[src/rtl/flappy_game_ctrl.sv]
// flappy_game_ctrl: once-per-frame game sequencer for the Flappy VGA demo.
// Bird physics, pipe scroll, hole randomisation, collision check and score.
module flappy_game_ctrl #(
    parameter int GRAVITY     = 1,
    parameter int FLAP_VEL    = 12,
    parameter int MAX_FALL    = 10,
    parameter int PIPE_SPEED  = 2,
    parameter int DEAD_FRAMES = 60
) (
    input  logic       clock,
    input  logic       reset,
    input  logic       frame_tick,
    input  logic       flap_btn,
    output logic [8:0] bird_pos,
    output logic [8:0] hole_pos,
    output logic [9:0] pipe_pos,
    output logic [7:0] score,
    output logic       playing,
    output logic       game_over
);
    localparam int CW = $clog2(DEAD_FRAMES + 1);
    localparam logic [8:0] BIRD_RST = 9'd240;
    localparam logic [8:0] HOLE_RST = 9'd165;
    localparam logic [9:0] PIPE_RST = 10'd740;
    localparam logic [9:0] PIPE_STEP = 10'(PIPE_SPEED);
    localparam logic [CW-1:0] DEAD_MAX = CW'(DEAD_FRAMES);
    localparam logic signed [6:0] GRAV_S = 7'(GRAVITY);
    localparam logic signed [6:0] MAXF_S = 7'(MAX_FALL);
    localparam logic signed [5:0] FLAP_S = -6'(FLAP_VEL);

    typedef enum logic [2:0] {
        IDLE, PLAY_WAIT, UPD_BIRD, UPD_PIPE, CHECK, DEAD
    } state_e;

    state_e state_q, state_d;
    logic [1:0] sync_q, sync_d;
    logic prev_q, prev_d;
    logic edge_q, edge_d;
    logic pend_q, pend_d;
    logic hit_q, hit_d;
    logic playing_q, playing_d;
    logic over_q, over_d;
    logic [7:0] lfsr_q, lfsr_d;
    logic [7:0] score_q, score_d;
    logic [8:0] bird_q, bird_d;
    logic [8:0] hole_q, hole_d;
    logic [9:0] pipe_q, pipe_d;
    logic signed [5:0] vel_q, vel_d;
    logic [CW-1:0] dcnt_q, dcnt_d;

    logic signed [6:0] vel_inc;
    logic signed [5:0] vel_new;
    logic signed [10:0] nb;
    logic [9:0] pipe_next, bird_w, hole_w;
    logic wrap, overlap, clear;

    always_comb begin
        sync_d = {sync_q[0], flap_btn};
        prev_d = sync_q[1];
        edge_d = sync_q[1] & ~prev_q;
        lfsr_d = lfsr_q;
        if (frame_tick) begin
            lfsr_d = {lfsr_q[6:0],
                      lfsr_q[7] ^ lfsr_q[5] ^ lfsr_q[4] ^ lfsr_q[3]};
        end
    end

    always_comb begin
        vel_inc = 7'(vel_q) + GRAV_S;
        if (pend_q) begin
            vel_new = FLAP_S;
        end else if (vel_inc > MAXF_S) begin
            vel_new = MAXF_S[5:0];
        end else begin
            vel_new = vel_inc[5:0];
        end
        // 11-bit signed so a strong flap near the top cannot wrap
        nb = signed'({2'b00, bird_q}) + 11'(vel_new);
        wrap = pipe_q <= PIPE_STEP;
        pipe_next = wrap ? PIPE_RST : pipe_q - PIPE_STEP;
        bird_w = {1'b0, bird_q};
        hole_w = {1'b0, hole_q};
        overlap = (pipe_q >= 10'd52) && (pipe_q <= 10'd199);
        clear = (bird_w >= hole_w + 10'd50) && (bird_w <= hole_w + 10'd151);
    end

    always_comb begin
        state_d = state_q;
        bird_d = bird_q;
        hole_d = hole_q;
        pipe_d = pipe_q;
        score_d = score_q;
        vel_d = vel_q;
        hit_d = hit_q;
        dcnt_d = dcnt_q;
        pend_d = pend_q | edge_q;
        unique case (state_q)
            IDLE: begin
                bird_d = BIRD_RST;
                hole_d = HOLE_RST;
                pipe_d = PIPE_RST;
                score_d = 8'd0;
                vel_d = 6'sd0;
                hit_d = 1'b0;
                pend_d = edge_q;
                if (edge_q) state_d = PLAY_WAIT;
            end
            PLAY_WAIT: begin
                if (frame_tick) state_d = UPD_BIRD;
            end
            UPD_BIRD: begin
                pend_d = edge_q;
                vel_d = vel_new;
                if (nb < 11'sd50) begin
                    bird_d = 9'd50;
                    vel_d = 6'sd0;
                end else if (nb >= 11'sd479) begin
                    bird_d = 9'd479;
                    hit_d = 1'b1;
                end else begin
                    bird_d = nb[8:0];
                end
                state_d = UPD_PIPE;
            end
            UPD_PIPE: begin
                pipe_d = pipe_next;
                if (wrap) hole_d = 9'd40 + {1'b0, lfsr_q};
                if (pipe_q >= 10'd51 && pipe_next < 10'd51 &&
                    score_q != 8'hFF) begin
                    score_d = score_q + 8'd1;
                end
                state_d = CHECK;
            end
            CHECK: begin
                if (hit_q || (overlap && !clear)) begin
                    state_d = DEAD;
                    dcnt_d = '0;
                end else begin
                    state_d = PLAY_WAIT;
                end
            end
            DEAD: begin
                pend_d = 1'b0;
                if (frame_tick && dcnt_q < DEAD_MAX) dcnt_d = dcnt_q + 1'b1;
                if (edge_q && dcnt_q >= DEAD_MAX) begin
                    state_d = IDLE;
                    bird_d = BIRD_RST;
                    hole_d = HOLE_RST;
                    pipe_d = PIPE_RST;
                    score_d = 8'd0;
                    vel_d = 6'sd0;
                    hit_d = 1'b0;
                end
            end
            default: state_d = IDLE;
        endcase
        playing_d = (state_d == PLAY_WAIT) || (state_d == UPD_BIRD) ||
                    (state_d == UPD_PIPE) || (state_d == CHECK);
        over_d = state_d == DEAD;
    end

    always_ff @(posedge clock or negedge reset) begin
        if (!reset) begin
            state_q <= IDLE;
            sync_q <= 2'b00;
            prev_q <= 1'b0;
            edge_q <= 1'b0;
            pend_q <= 1'b0;
            hit_q <= 1'b0;
            playing_q <= 1'b0;
            over_q <= 1'b0;
            lfsr_q <= 8'hA5;
            score_q <= 8'd0;
            bird_q <= BIRD_RST;
            hole_q <= HOLE_RST;
            pipe_q <= PIPE_RST;
            vel_q <= 6'sd0;
            dcnt_q <= '0;
        end else begin
            state_q <= state_d;
            sync_q <= sync_d;
            prev_q <= prev_d;
            edge_q <= edge_d;
            pend_q <= pend_d;
            hit_q <= hit_d;
            playing_q <= playing_d;
            over_q <= over_d;
            lfsr_q <= lfsr_d;
            score_q <= score_d;
            bird_q <= bird_d;
            hole_q <= hole_d;
            pipe_q <= pipe_d;
            vel_q <= vel_d;
            dcnt_q <= dcnt_d;
        end
    end

    assign bird_pos = bird_q;
    assign hole_pos = hole_q;
    assign pipe_pos = pipe_q;
    assign score = score_q;
    assign playing = playing_q;
    assign game_over = over_q;
endmodule

[config.mk]
export PLATFORM = sky130hd
export DESIGN_NAME = flappy_game_ctrl
export DESIGN_NICKNAME = d
export VERILOG_FILES = /design/src/rtl/flappy_game_ctrl.sv
export SDC_FILE = /design/constraint.sdc
export NUM_CORES = 1
export LEC_CHECK = 0
export CAP_MARGIN = 20
export CORE_ASPECT_RATIO = 0.9
export CORE_MARGIN = 1.5
export CORE_UTILIZATION = 63
export DETAILED_ROUTE_END_ITERATION = 8
export PLACE_DENSITY = 0.86
export SETUP_SLACK_MARGIN = 0.1
export SYNTH_ARGS = -nofsm -noshare
export SYNTH_HDL_FRONTEND = slang
export SYNTH_SLANG_ARGS = --single-unit
[constraint.sdc]
create_clock -name clock -period 8.5 [get_ports clock]
set_input_delay 1.7 -clock clock [delete_from_list [all_inputs] [get_ports clock]]
set_output_delay 1.7 -clock clock [all_outputs]
set_load 0.02 [all_outputs]
; Yosys cells after proc, flatten, opt, wreduce, memory -nomap -nowiden
; Index checks and enable logic that the tools add are counted.
[totals]
register_bits = 67
in_bits = 4
output_inout_bits = 38
elab_cells = 113
[classes]
add_sub_neg = 8
n_lt_le_gt_ge = 12
eq_ne = 18
mux = 31
bitwise_logic = 6
reduce_logical = 23
[ops]
columns = cell, n
row1 = case mux 9 bit (3 select lines), 2
row2 = two-way mux 9 bit, 5
row3 = two-way mux 6 bit, 6
row4 = case mux 10 bit (3 select lines), 1
row5 = case mux 8 bit (3 select lines), 1
row6 = "greater-or-equal comparator 10 x 6 -> 1 bit, second input constant", 2
row7 = two-way mux 10 bit, 2
row8 = case mux 3 bit (6 select lines), 1
row9 = case mux 6 bit (3 select lines), 1
row10 = two-way mux 8 bit, 2
row11 = "!= test 2 bit, second input constant", 7
row12 = "== test 3 x 2 -> 1 bit, second input constant", 4
row13 = "== test 3 bit, second input constant", 4
row14 = two-way mux 3 bit, 4
row15 = case mux 6 bit (2 select lines), 1
row16 = adder 10 x 6 -> 11 bit, 1
row17 = "greater-or-equal comparator 11 x 10 -> 1 bit, second input constant", 1
row18 = "less-than comparator 11 x 7 -> 1 bit, second input constant", 1
row19 = "adder 9 x 6 -> 10 bit, second input constant", 1
row20 = "adder 9 x 8 -> 10 bit, second input constant", 1
row21 = greater-or-equal comparator 9 x 10 -> 1 bit, 1
row22 = "less-or-equal comparator 10 x 2 -> 1 bit, second input constant", 1
row23 = "less-or-equal comparator 10 x 8 -> 1 bit, second input constant", 1
row24 = less-or-equal comparator 9 x 10 -> 1 bit, 1
row25 = 28 further kinds, 46

; Longest topological paths before layout
; Gate-level depths: netlist of run 1.
[depth]
depth_word = 12
mapped_depth = 18
mapped_depth_nobuf = 18

; Least setup slack after synthesis of run 1
; No wires, ideal clock.
[synth_timing]
path_kind = register to register
from = register vel_q[2]
to = register vel_q[0]
setup_time_ns = 0.122
t_arrival_ns = 3.692
t_required_ns = 8.378
path_slack_ns = 4.686
stages_incl_launch_ff = 17
path_buffers = 1
period_less_slack_ns = 3.814
cell_sequence = dfrtp_1 clkbuf_1 nand3_1 xor2_1 or3_1 a22o_1 nor3b_1 ha_1 inv_1 fa_1 nor2b_4 o2111a_1 or4_1 a221o_1 a211oi_2 a21oi_2 a32o_1
[synth_via]
elab_chain_cells = 8
[synth_lines]
columns = item, line_no
row1 = start: declaration, 48  ; logic signed [5:0] vel_q, vel_d;
row2 = start signal: assignment, 193  ; vel_q <= vel_d;
row3 = adder 6 x 2 -> 7 bit *, 69  ; vel_inc = 7'(vel_q) + GRAV_S;
row4 = greater-than comparator 7 x 5 -> 1 bit, 72  ; end else if (vel_inc > MAXF_S) begin
row5 = two-way mux 6 bit *, 72
row6 = two-way mux 6 bit *, 70  ; if (pend_q) begin
row7 = adder 10 x 6 -> 11 bit, 78  ; nb = signed'({2'b00, bird_q}) + 11'(vel_new);
row8 = less-than comparator 11 x 7 -> 1 bit, 114  ; if (nb < 11'sd50) begin
row9 = two-way mux 6 bit *, 114
row10 = case mux 6 bit (3 select lines) *, 97  ; unique case (state_q)
; Mark *: on every way between the ends. The rest lies on a longest branch, timed or not.
; A chain may end at the register's enable or synchronous reset.

; Worst setup path in the final report of run 1
[layout_timing]
from = register vel_q[0]
to = register bird_q[4] (netlist: bird_pos[4])
[layout_via]
elab_chain_cells = 9
word_cells_on_any_way = 10
classes_between = add/sub: 2 / order compare: 3 / mux: 5
[layout_lines]
columns = item, line_no
row1 = adder 6 x 2 -> 7 bit *, 69
row2 = greater-than comparator 7 x 5 -> 1 bit, 72
row3 = two-way mux 6 bit *, 72
row4 = two-way mux 6 bit *, 70
row5 = adder 10 x 6 -> 11 bit *, 78
row6 = greater-or-equal comparator 11 x 10 -> 1 bit, 117  ; end else if (nb >= 11'sd479) begin
row7 = two-way mux 9 bit, 117
row8 = two-way mux 9 bit *, 114
row9 = case mux 9 bit (3 select lines) *, 97
row10 = end signal: assignment, 190  ; bird_q <= bird_d;
row11 = end: declaration, 45  ; logic [8:0] bird_q, bird_d;
; Marks and branches as above.

==> impl_results.rst, run 1 <==
.. list-table::
   :header-rows: 1

   * - Metric
     - Value
   * - Sequential cell fraction of total power
     - 0.283
   * - Count of port buffers added during placement
     - 41
   * - Share of Yosys cell area claimed by the top area cell type
     - 0.266
   * - Maximum number of pins on one net before global-route repair
     - 68
   * - Layout Utilization
     - 0.746
   * - Type of the setup path with the least slack
     - flop to flop
   * - Net count after synthesis
     - 568
   * - Die width
     - 94.1 um
   * - Setup fix buffers added after clock tree synthesis
     - 0
   * - Drt initial violations
     - 397
   * - Sum of routed wire length over all layers
     - 11100 um
   * - Worst EP arrival
     - 4470 ps
   * - Number of nets with antenna violations after detailed routing
     - 0
   * - Min Clock Period, post-route
     - 4200 ps
   * - Portion of total power attributed to the clock network
     - 0.127
   * - Hold Path Class
     - flop to flop
   * - Part of the total power dissipated in combinational logic
     - 0.590
   * - Die area
     - 8000 um^2
   * - Highest-delay cell along the critical path
     - sky130_fd_sc_hd__dfrtp_1
   * - Layout filler cell count
     - 501
   * - TritonCTS Buffers
     - 9
   * - Count of placed standard cells including taps
     - 638
   * - Worst slack, placed
     - 4350 ps
   * - Result of the run
     - complete, no violations
   * - Final design area excluding fillers
     - 5330 um^2
   * - Tightest Pin Transition
     - 848 ps
   * - Commonest register cell after synthesis
     - sky130_fd_sc_hd__dfrtp_1
   * - Leading area contributor after synthesis
     - sky130_fd_sc_hd__dfrtp_1
   * - GRT overflow
     - 0
   * - Sequential cell area fraction in the yosys report
     - 0.361
   * - Vias per cell
     - 6.40
   * - Synthesis Warnings
     - 0
   * - Dominant cells by area after synthesis
     - sky130_fd_sc_hd__dfrtp_1 27%, sky130_fd_sc_hd__ha_1 10%, sky130_fd_sc_hd__dfstp_2 9.5%, sky130_fd_sc_hd__a21oi_1 4.1%, sky130_fd_sc_hd__nand2_1 4.0%
   * - Growth of design area from synthesis to finish
     - 13.3%
   * - Crit path launch type
     - flop
   * - Number of buffers on the longest clock path
     - 2
   * - Number of ports placed on the die boundary
     - 42
   * - Critical Path RT
     - 8780 ps
   * - Global placement routability congestion
     - 0.926
   * - Number of H-tree levels
     - 3
   * - Residual DRC count
     - 0
   * - Most frequent cells after synthesis
     - 50 x sky130_fd_sc_hd__dfrtp_1, 50 x sky130_fd_sc_hd__nand2_1, 46 x sky130_fd_sc_hd__nor2_1
   * - Post-route worst setup slack
     - 4300 ps
   * - Clock Pin Slew Worst Setup and Hold Paths
     - 70 ps
   * - Total vias in the final route
     - 4185
   * - Count of distinct cell types in the synthesized netlist
     - 72
   * - Most repeated library cell on the critical path
     - sky130_fd_sc_hd__nor2_1
   * - TritonCTS clock tree
     - done
   * - Layout cells sized above 1
     - 0.103
   * - Share of total power consumed by net switching
     - 0.477
   * - Power density normalized to cell area
     - 376 nW/um^2
   * - Synthesized cell area
     - 4710 um^2
   * - Net switching power figure
     - 958 uW
   * - Die span in y
     - 85 um
   * - Via count of the first global-routing pass
     - 3964
   * - Quantity of hold-fixing buffers added after cts
     - 0
   * - Max incr delay on CP
     - 480 ps
   * - Leakage power of the design
     - 0.00230 uW
   * - Diodes inserted
     - 0
   * - Total routing usage reported by global routing
     - 0.294
   * - Internal power of the cells
     - 1050 uW
   * - Cell-by-cell trace of the critical path
     - ha_1, nor2_1, nor2_1, nor2_1, o22ai_1, a22o_1, nor3b_1, ha_1, inv_1, fa_1, nor2b_4, o211ai_1, a32oi_1, a221o_1, a211oi_2, a21oi_2, nand2_4, o32a_1
   * - Period utilization
     - 0.494
   * - Fraction of synthesis flops using an asynchronous set or reset pin
     - 1.00
   * - Final Non-Filler Cells
     - 654
   * - Max Cap Viol
     - 0
   * - Critical path capture point type
     - flop
   * - Initial cell density of the core
     - 0.658
   * - Clock Sinks
     - 67
   * - Wire per inst
     - 16.9 um
   * - Fin. Hold Viols
     - 0
   * - Synthesized flop and latch total
     - 67
   * - Clock Tree Root
     - sky130_fd_sc_hd__clkbuf_8
   * - Sum of negative setup slack
     - 0 ps
   * - Fin nets
     - 600
   * - Worst vdd ir
     - 165 uV
   * - Post-Route Skew
     - 6.61 ps
   * - HPWL after DPL
     - 7890 um
   * - Post-synth EDFFs
     - 0
   * - Post-synthesis average cell area
     - 8.98 um^2
   * - Number of placement rows
     - 29
   * - Final number of setup-violating endpoints
     - 0
   * - Gate count after technology mapping
     - 524
   * - Antenna violations before repair
     - 0
   * - Wire length of the first global-routing pass
     - 18600 um
   * - Max Slew Vio Count
     - 0
   * - RSZ-0062 raised after global routing
     - false
   * - Maximum operating frequency
     - 238 MHz
   * - Max transition margin
     - 0.435
   * - Core Box Area
     - 7150 um^2
   * - Count of TritonRoute iterations in the first routing pass
     - 5
   * - Placed instance area
     - 5150 um^2
   * - CP Max Fanout
     - 8
   * - Resized cells post-CTS
     - 0
   * - Clock latency reported for the late side of the worst-skew pair
     - 350 ps
==> sequential cells by signal (all words and copies together) (netlist names) <==
name and flops:
prev_q 1, score 8, lfsr_q 8, bird_pos 9
playing 1, vel_q 6, hit_q 1, state_q 3
dcnt_q 6, hole_pos 9, sync_q 2, game_over 1
edge_q 1, pend_q 1, pipe_pos 10
==> layer usage <==
layer  global-route usage  part of all wire  up-vias
met5                    0                 0        -
met4               0.0868             0.019        0
met3               0.0699             0.066       27
met2                0.472              0.47      157
met1                0.398              0.45     2010
li1                     -                 -     1991
==> cell usage in the layout (no fill, tap or decap), types with 8 or more instances in the layout <==
cell type and n:
sky130_fd_sc_hd__nor3_1 10, sky130_fd_sc_hd__ha_1 39, sky130_fd_sc_hd__o211ai_1 8, sky130_fd_sc_hd__a21oi_1 39
sky130_fd_sc_hd__nand3_1 14, sky130_fd_sc_hd__o21ai_0 27, sky130_fd_sc_hd__xor2_1 12, sky130_fd_sc_hd__xnor2_1 18
sky130_fd_sc_hd__dfrtp_1 50, sky130_fd_sc_hd__nor2_1 46, sky130_fd_sc_hd__inv_1 25, sky130_fd_sc_hd__nand2_1 50
sky130_fd_sc_hd__a211o_1 8, sky130_fd_sc_hd__dfstp_2 17, sky130_fd_sc_hd__clkdlybuf4s50_1 40, sky130_fd_sc_hd__clkbuf_8 9
sky130_fd_sc_hd__o21ai_1 8, sky130_fd_sc_hd__mux2_2 9
==> stage by stage <==
step,power [uW],hold slack (ps)
floorplan,1420,331
global placement,1680,340
detailed placement,1720,337
CTS,1990,368
global route,2160,389
finish,2010,362
==> logic make-up (layout without fill, tap and decap cells) <==
group           after synthesis  count (layout)  synth area share
buf+inv                      47              84            0.0393
mux                          11              11            0.0258
compound gates              156             156             0.228
flops                        67              67             0.361
simple gates                173             173             0.182
fa+ha+maj                    40              40             0.108
xor+xnor                     30              30            0.0558
==> worst max-delay path, delay by kind of cell, from the launching register on <==
kind | cells | cell delay [ps]
compound gates | 8 | 1820
fa+ha+maj | 3 | 1000
simple gates | 6 | 770
flops | 1 | 480
buf+inv | 1 | 60
==> power by group through the flow <==
stage               Clock [uW]  Sequential (uW)  Combinational (uW)
floorplan                    0              539                 886
global placement             0              561                1120
detailed placement           0              569                1150
CTS                        260              564                1170
global route               272              581                1300
finish                     256              567                1180
==> layout make-up <==
class / instances / area (um^2) / share of cell area
clock buffers: 10 / 128 / 0.0239
clock inverters: 6 / 57.6 / 0.0108
inverters: 26 / 97.6 / 0.0183
multi-input cells: 410 / 2820 / 0.529
flip-flops and latches: 67 / 1700 / 0.318
well taps: 93 / 116 / 0.0218
repair buffers: 42 / 413 / 0.0774
==> final timing paths <==
| path | startpoint | endpoint | slack, ps | cells after the start |
|---|---|---|---|---|
| setup / recovery | vel_q[0] | bird_pos[4] | 4300 | 18 |
| hold / removal | sync_q[0] | sync_q[1] | 360 | 0 |
| setup reg to reg | vel_q[0] | bird_pos[4] | 4300 | 18 |
| hold reg to reg | sync_q[0] | sync_q[1] | 360 | 0 |
| max in group asynchronous | reset | score[6] | 6410 | 2 |
| min in group asynchronous | reset | vel_q[0] | 1510 | 2 |
No activity file was read; power rests on OpenSTA's default activity.
==> run 2: changes to the inputs <==
--- a/config.mk
+++ b/config.mk
@@ -8,9 +8,9 @@
 export CAP_MARGIN = 20
 export CORE_ASPECT_RATIO = 0.9
 export CORE_MARGIN = 1.5
-export CORE_UTILIZATION = 63
+export CORE_UTILIZATION = 59
 export DETAILED_ROUTE_END_ITERATION = 8
-export PLACE_DENSITY = 0.86
+export PLACE_DENSITY = 0.81
 export SETUP_SLACK_MARGIN = 0.1
 export SYNTH_ARGS = -nofsm -noshare
 export SYNTH_HDL_FRONTEND = slang
==> constraint.sdc (replaced) <==
create_clock -name clock -period 4.3 [get_ports clock]
set_input_delay 0.86 -clock clock [delete_from_list [all_inputs] [get_ports clock]]
set_output_delay 0.86 -clock clock [all_outputs]
set_load 0.02 [all_outputs]
==> impl_results.rst, run 2 (synthesis results as in run 1) <==
.. list-table::
   :header-rows: 1

   * - Metric
     - Value
   * - Launching point of the worst reg2reg path
     - vel_q[0]
   * - Layout Utilization
     - 0.716
   * - Critical path capture point type
     - flop
   * - Final number of setup-violating endpoints
     - 0
   * - Sum of negative setup slack
     - 0 ps
   * - Highest-delay cell along the critical path
     - sky130_fd_sc_hd__or4_1
   * - TritonCTS Buffers
     - 9
   * - Reg-to-reg slack, setup
     - 240 ps
   * - Capture point of the worst reg-to-reg path
     - vel_q[2]
   * - Crit path launch type
     - flop
   * - Count of TritonRoute iterations in the first routing pass
     - 5
   * - Hold Path Cell Cnt
     - 0
   * - Initial cell density of the core
     - 0.618
   * - Worst hold start
     - sync_q[0]
   * - Vias per cell
     - 6.29
   * - Total vias in the final route
     - 4144
   * - Max incr delay on CP
     - 500 ps
   * - Count of port buffers added during placement
     - 41
   * - Wire length of the first global-routing pass
     - 18900 um
   * - Via count of the first global-routing pass
     - 3881
   * - HPWL after DPL
     - 8260 um
   * - Die width
     - 97.2 um
   * - Growth of design area from synthesis to finish
     - 15.9%
   * - Most frequent standard cell in the layout excluding fill and tap cells
     - sky130_fd_sc_hd__nand2_1
   * - Clock Tree Root
     - sky130_fd_sc_hd__clkbuf_8
   * - CP Max Fanout
     - 8
   * - Wire per inst
     - 17.2 um
   * - Fin nets
     - 602
   * - Number of H-tree levels
     - 3
   * - Clock Sinks
     - 67
   * - Final design area excluding fillers
     - 5460 um^2
   * - Worst EP arrival
     - 4300 ps
   * - GRT overflow
     - 0
   * - Number of ports placed on the die boundary
     - 42
   * - Period utilization
     - 0.944
   * - Total routing usage reported by global routing
     - 0.275
   * - Clock latency reported for the late side of the worst-skew pair
     - 360 ps
   * - TritonCTS clock tree
     - done
   * - Sum of routed wire length over all layers
     - 11300 um
   * - Type of the setup path with the least slack
     - flop to flop
   * - Min Clock Period, post-route
     - 4060 ps
   * - Power density normalized to cell area
     - 767 nW/um^2
   * - Leakage power of the design
     - 0.00234 uW
   * - Tightest Pin Transition
     - 963 ps
   * - Max Cap Viol
     - 0
   * - Quantity of hold-fixing buffers added after cts
     - 0
   * - Maximum operating frequency
     - 246 MHz
   * - Max Slew Vio Count
     - 0
   * - Max transition margin
     - 0.358
   * - Clock Pin Slew Worst Setup and Hold Paths
     - 90 ps
   * - Antenna violations before repair
     - 0
   * - Cell-by-cell trace of the critical path
     - ha_1, or3_1, a22o_1, nor3b_4, ha_2, inv_1, fa_1, nor2b_4, o2111a_1, or4_1, a221o_1, a211oi_2, a21oi_4, a32o_1
   * - Number of nets with antenna violations after detailed routing
     - 0
   * - Placed instance area
     - 5150 um^2
   * - Die area
     - 8520 um^2
   * - Result of the run
     - complete, no violations
   * - Number of placement rows
     - 30
   * - Layout filler cell count
     - 583
   * - R2r worst-path depth
     - 14
   * - Global placement routability congestion
     - 0.902
   * - Max reg flops
     - 10
   * - RSZ-0062 raised after global routing
     - false
   * - Hold worst-path end
     - sync_q[1]
   * - Core Box Area
     - 7620 um^2
   * - Hold Path Class
     - flop to flop
   * - Critical Path RT
     - 4540 ps
   * - Post-Route Skew
     - 13.6 ps
   * - Fin. Hold Viols
     - 0
   * - Number of buffers on the longest clock path
     - 2
   * - Most frequent cells in the layout
     - 50 x sky130_fd_sc_hd__nand2_1, 48 x sky130_fd_sc_hd__dfrtp_1, 46 x sky130_fd_sc_hd__nor2_1
   * - Worst vdd ir
     - 369 uV
   * - Layout cells sized above 1
     - 0.119
   * - Maximum number of pins on one net before global-route repair
     - 45
   * - Residual DRC count
     - 0
   * - Drt initial violations
     - 318
   * - Die span in y
     - 87.7 um
   * - Diodes inserted
     - 0
## run 2: changes by cell type in the layout (fill, tap and decap cells not counted), sizes merged
cell      before  now
clkinvlp       1    0
inv           26   27
buf            2    4
bufinv         1    2
clkbuf        10    9
## run 2: worst max path at each step
stage	startpoint	end	slack (ps)	cells after the start
after floorplan	vel_q[2]	vel_q[0]	490	16
after global placement	vel_q[0]	bird_pos[4]	300	18
after detailed placement	vel_q[0]	bird_pos[4]	120	18
after CTS	vel_q[0]	vel_q[1]	120	17
after global routing	vel_q[0]	bird_pos[4]	80	13
final	vel_q[0]	vel_q[2]	240	14
## run 2: cell type report
cell class	count	area (um^2)	area share
clock buffer	9	124	0.0227
clock inverter	7	100	0.0183
inverter	26	97.6	0.0179
multi-input combinational	410	2890	0.529
sequential	67	1700	0.312
tap	96	120	0.0220
timing repair buffer	44	428	0.0784
## run 2: timing repair
item | CTS | global route
resized for setup | 1 | 12
endpoints found under the setup margin | 1 | 16
setup buffers | 0 | 2
pin swaps | 0 | 5
## run 2: power by group
group          switching [uW]  total (uW)  internal [uW]
combinational            1430        2470           1040
sequential                285        1120            837
clock                     266         596            330
## run 2: through the flow
stage	hold WS [ps]	worst slack (ps)	total power, uW	cells
after global placement	336	304	3330	641
after CTS	365	119	4040	657
after floorplan	331	486	2820	524
after detailed placement	346	119	3410	641
after global routing	377	77.7	4500	659
final	361	239	4190	659
## run 2: routing by layer
metal | GRT usage | routed length (um)
met4 | 0.0830 | 152
met1 | 0.385 | 5250
met2 | 0.441 | 5270
met3 | 0.0511 | 666
met5 | 0 | 0
## run 2: worst max-delay path: cells and delay by family (launching register included)
kind | cells | cell delay [ps]
AO/OA/AOI/OAI | 6 | 1530
flip-flops | 1 | 480
AND/OR/NAND/NOR | 4 | 1100
adder cells (fa/ha/maj) | 3 | 770
buffers and inverters | 1 | 60
==> run 3: changes to the inputs <==
--- a/config.mk
+++ b/config.mk
@@ -8,10 +8,11 @@
 export CAP_MARGIN = 20
 export CORE_ASPECT_RATIO = 0.9
 export CORE_MARGIN = 1.5
-export CORE_UTILIZATION = 59
+export CORE_UTILIZATION = 63
 export DETAILED_ROUTE_END_ITERATION = 8
-export PLACE_DENSITY = 0.81
+export PLACE_DENSITY = 0.86
 export SETUP_SLACK_MARGIN = 0.1
 export SYNTH_ARGS = -nofsm -noshare
 export SYNTH_HDL_FRONTEND = slang
 export SYNTH_SLANG_ARGS = --single-unit
+export TNS_END_PERCENT = 10
==> constraint.sdc (replaced) <==
create_clock -name clock -period 4.8 [get_ports clock]
set_input_delay 0.96 -clock clock [delete_from_list [all_inputs] [get_ports clock]]
set_output_delay 0.96 -clock clock [all_outputs]
set_load 0.02 [all_outputs]
==> impl_results.rst, run 3 (synthesis results as in run 1) <==
.. list-table::
   :header-rows: 1

   * - Metric
     - Value
   * - Max Slew Vio Count
     - 0
   * - Clock latency reported for the late side of the worst-skew pair
     - 350 ps
   * - R2r worst-path depth
     - 18
   * - TritonCTS Buffers
     - 9
   * - Total routing usage reported by global routing
     - 0.298
   * - Capture point of the worst reg-to-reg path
     - bird_pos[4]
   * - Launching point of the worst reg2reg path
     - vel_q[0]
   * - Wire per inst
     - 17.1 um
   * - Max reg flops
     - 10
   * - Quantity of hold-fixing buffers added after cts
     - 0
   * - GRT overflow
     - 0
   * - Total vias in the final route
     - 4172
   * - Fin. Hold Viols
     - 0
   * - Sum of routed wire length over all layers
     - 11200 um
   * - Worst EP arrival
     - 4540 ps
   * - TritonCTS clock tree
     - done
   * - Power, Total
     - 3570 uW
   * - Most frequent cells in the layout
     - 50 x sky130_fd_sc_hd__nand2_1, 50 x sky130_fd_sc_hd__dfrtp_1, 46 x sky130_fd_sc_hd__nor2_1
   * - Clock Tree Root
     - sky130_fd_sc_hd__clkbuf_8
   * - Period utilization
     - 0.889
   * - Combined area of the multi-input logic cells
     - 2820 um^2
   * - Diodes inserted
     - 0
   * - Die width
     - 94.1 um
   * - Final number of setup-violating endpoints
     - 0
   * - Count of TritonRoute iterations in the first routing pass
     - 6
   * - Max transition margin
     - 0.389
   * - Number of buffers on the longest clock path
     - 2
   * - Post-Route Skew
     - 10.1 ps
   * - Critical Path RT
     - 5070 ps
   * - Hold Path Class
     - flop to flop
   * - Max Cap Viol
     - 0
   * - Via count of the first global-routing pass
     - 4013
   * - Core Box Area
     - 7150 um^2
   * - Setup fix buffers added after clock tree synthesis
     - 0
   * - Maximum number of pins on one net before global-route repair
     - 41
   * - Critical path capture point type
     - flop
   * - Clock Sinks
     - 67
   * - Growth of design area from synthesis to finish
     - 13.5%
   * - Global placement routability congestion
     - 0.930
   * - HPWL after DPL
     - 8220 um
   * - Fin nets
     - 600
   * - RSZ-0062 raised after global routing
     - false
   * - Resized cells post-CTS
     - 0
   * - Worst vdd ir
     - 324 uV
   * - Die span in y
     - 85 um
   * - Wire length of the first global-routing pass
     - 18900 um
   * - Crit path launch type
     - flop
   * - Min Clock Period, post-route
     - 4270 ps
   * - Sequential cell area
     - 1700 um^2
   * - Maximum operating frequency
     - 234 MHz
   * - Antenna violations before repair
     - 0
   * - Reg-to-reg slack, setup
     - 530 ps
   * - Number of H-tree levels
     - 3
   * - Timing startpoint of the critical path
     - vel_q[0]
   * - End point of the critical path
     - bird_pos[4]
   * - Sum of negative setup slack
     - 0 ps
   * - Number of nets with antenna violations after detailed routing
     - 0
   * - Tightest Pin Transition
     - 913 ps
   * - Final Non-Filler Cells
     - 654
   * - Initial cell density of the core
     - 0.658
   * - Count of placed standard cells including taps
     - 638
   * - Drt initial violations
     - 300
   * - Count of port buffers added during placement
     - 41
   * - Vias per cell
     - 6.38
   * - Number of ports placed on the die boundary
     - 42
   * - Clock Pin Slew Worst Setup and Hold Paths
     - 70 ps
   * - Layout cells sized above 1
     - 0.103
   * - Worst slack, placed
     - 607 ps
   * - Leakage power of the design
     - 0.00229 uW
   * - Post-route worst setup slack
     - 532 ps
   * - Residual DRC count
     - 0
   * - Die area
     - 8000 um^2
   * - Power density normalized to cell area
     - 669 nW/um^2
   * - CP Max Fanout
     - 8
   * - Type of the setup path with the least slack
     - flop to flop
   * - Number of placement rows
     - 29
   * - Layout filler cell count
     - 513
   * - Result of the run
     - complete, no violations
[run 3: power by group]
| group | internal (uW) | switching [uW] | total [uW] |
|---|---|---|---|
| sequential | 749 | 256 | 1010 |
| clock | 240 | 225 | 465 |
| combinational | 873 | 1230 | 2100 |
| total | 1860 | 1710 | 3570 |
[run 3: final cells by class]
type                    count  share of cell area
clock inverters             6              0.0124
repair buffers             42              0.0773
clock buffers              10              0.0239
well taps                  93              0.0218
flip-flops and latches     67               0.318
multi-input cells         410               0.529
inverters                  26              0.0183
[run 3: metrics by stage]
stage,util,hold WS (ps),area (um^2)
after floorplan,-,331,4710
final,0.747,356,5340
after detailed placement,0.720,338,5150
after global routing,0.747,379,5340
after global placement,0.720,339,5150
after CTS,0.747,360,5340
[run 3: metal layers]
layer  vias up  routed length (um)  global-route usage
met3        24                 767              0.0502
met4         0                 206               0.102
li1       1980                   -                   -
met5         -                   0                   0
met2       176                5340               0.473
met1      1992                4890               0.415
[run 3: worst min-delay path by stage]
stage                     end  cells after the start      start  slack, ps
detailed placement  sync_q[1]                      0  sync_q[0]        340
CTS                 sync_q[1]                      0  sync_q[0]        360
finish              sync_q[1]                      0  sync_q[0]        360
global route        sync_q[1]                      0  sync_q[0]        380
global placement    sync_q[1]                      0  sync_q[0]        340
floorplan           sync_q[1]                      0  sync_q[0]        330
[run 3: critical path, stage by stage, from the launching register on]
cell,delay (ps)
sky130_fd_sc_hd__dfrtp_1,490
sky130_fd_sc_hd__ha_1,320
sky130_fd_sc_hd__nor2_1,70
sky130_fd_sc_hd__nor2_1,80
sky130_fd_sc_hd__nor2_1,40
sky130_fd_sc_hd__o22ai_1,140
sky130_fd_sc_hd__a22o_1,200
sky130_fd_sc_hd__nor3b_1,310
sky130_fd_sc_hd__ha_1,260
sky130_fd_sc_hd__inv_1,60
sky130_fd_sc_hd__fa_1,430
sky130_fd_sc_hd__nor2b_4,150
sky130_fd_sc_hd__o211ai_1,160
sky130_fd_sc_hd__a32oi_1,280
sky130_fd_sc_hd__a221o_1,240
sky130_fd_sc_hd__a211oi_2,70
sky130_fd_sc_hd__a21oi_2,390
sky130_fd_sc_hd__nand2_4,130
sky130_fd_sc_hd__o32a_1,380
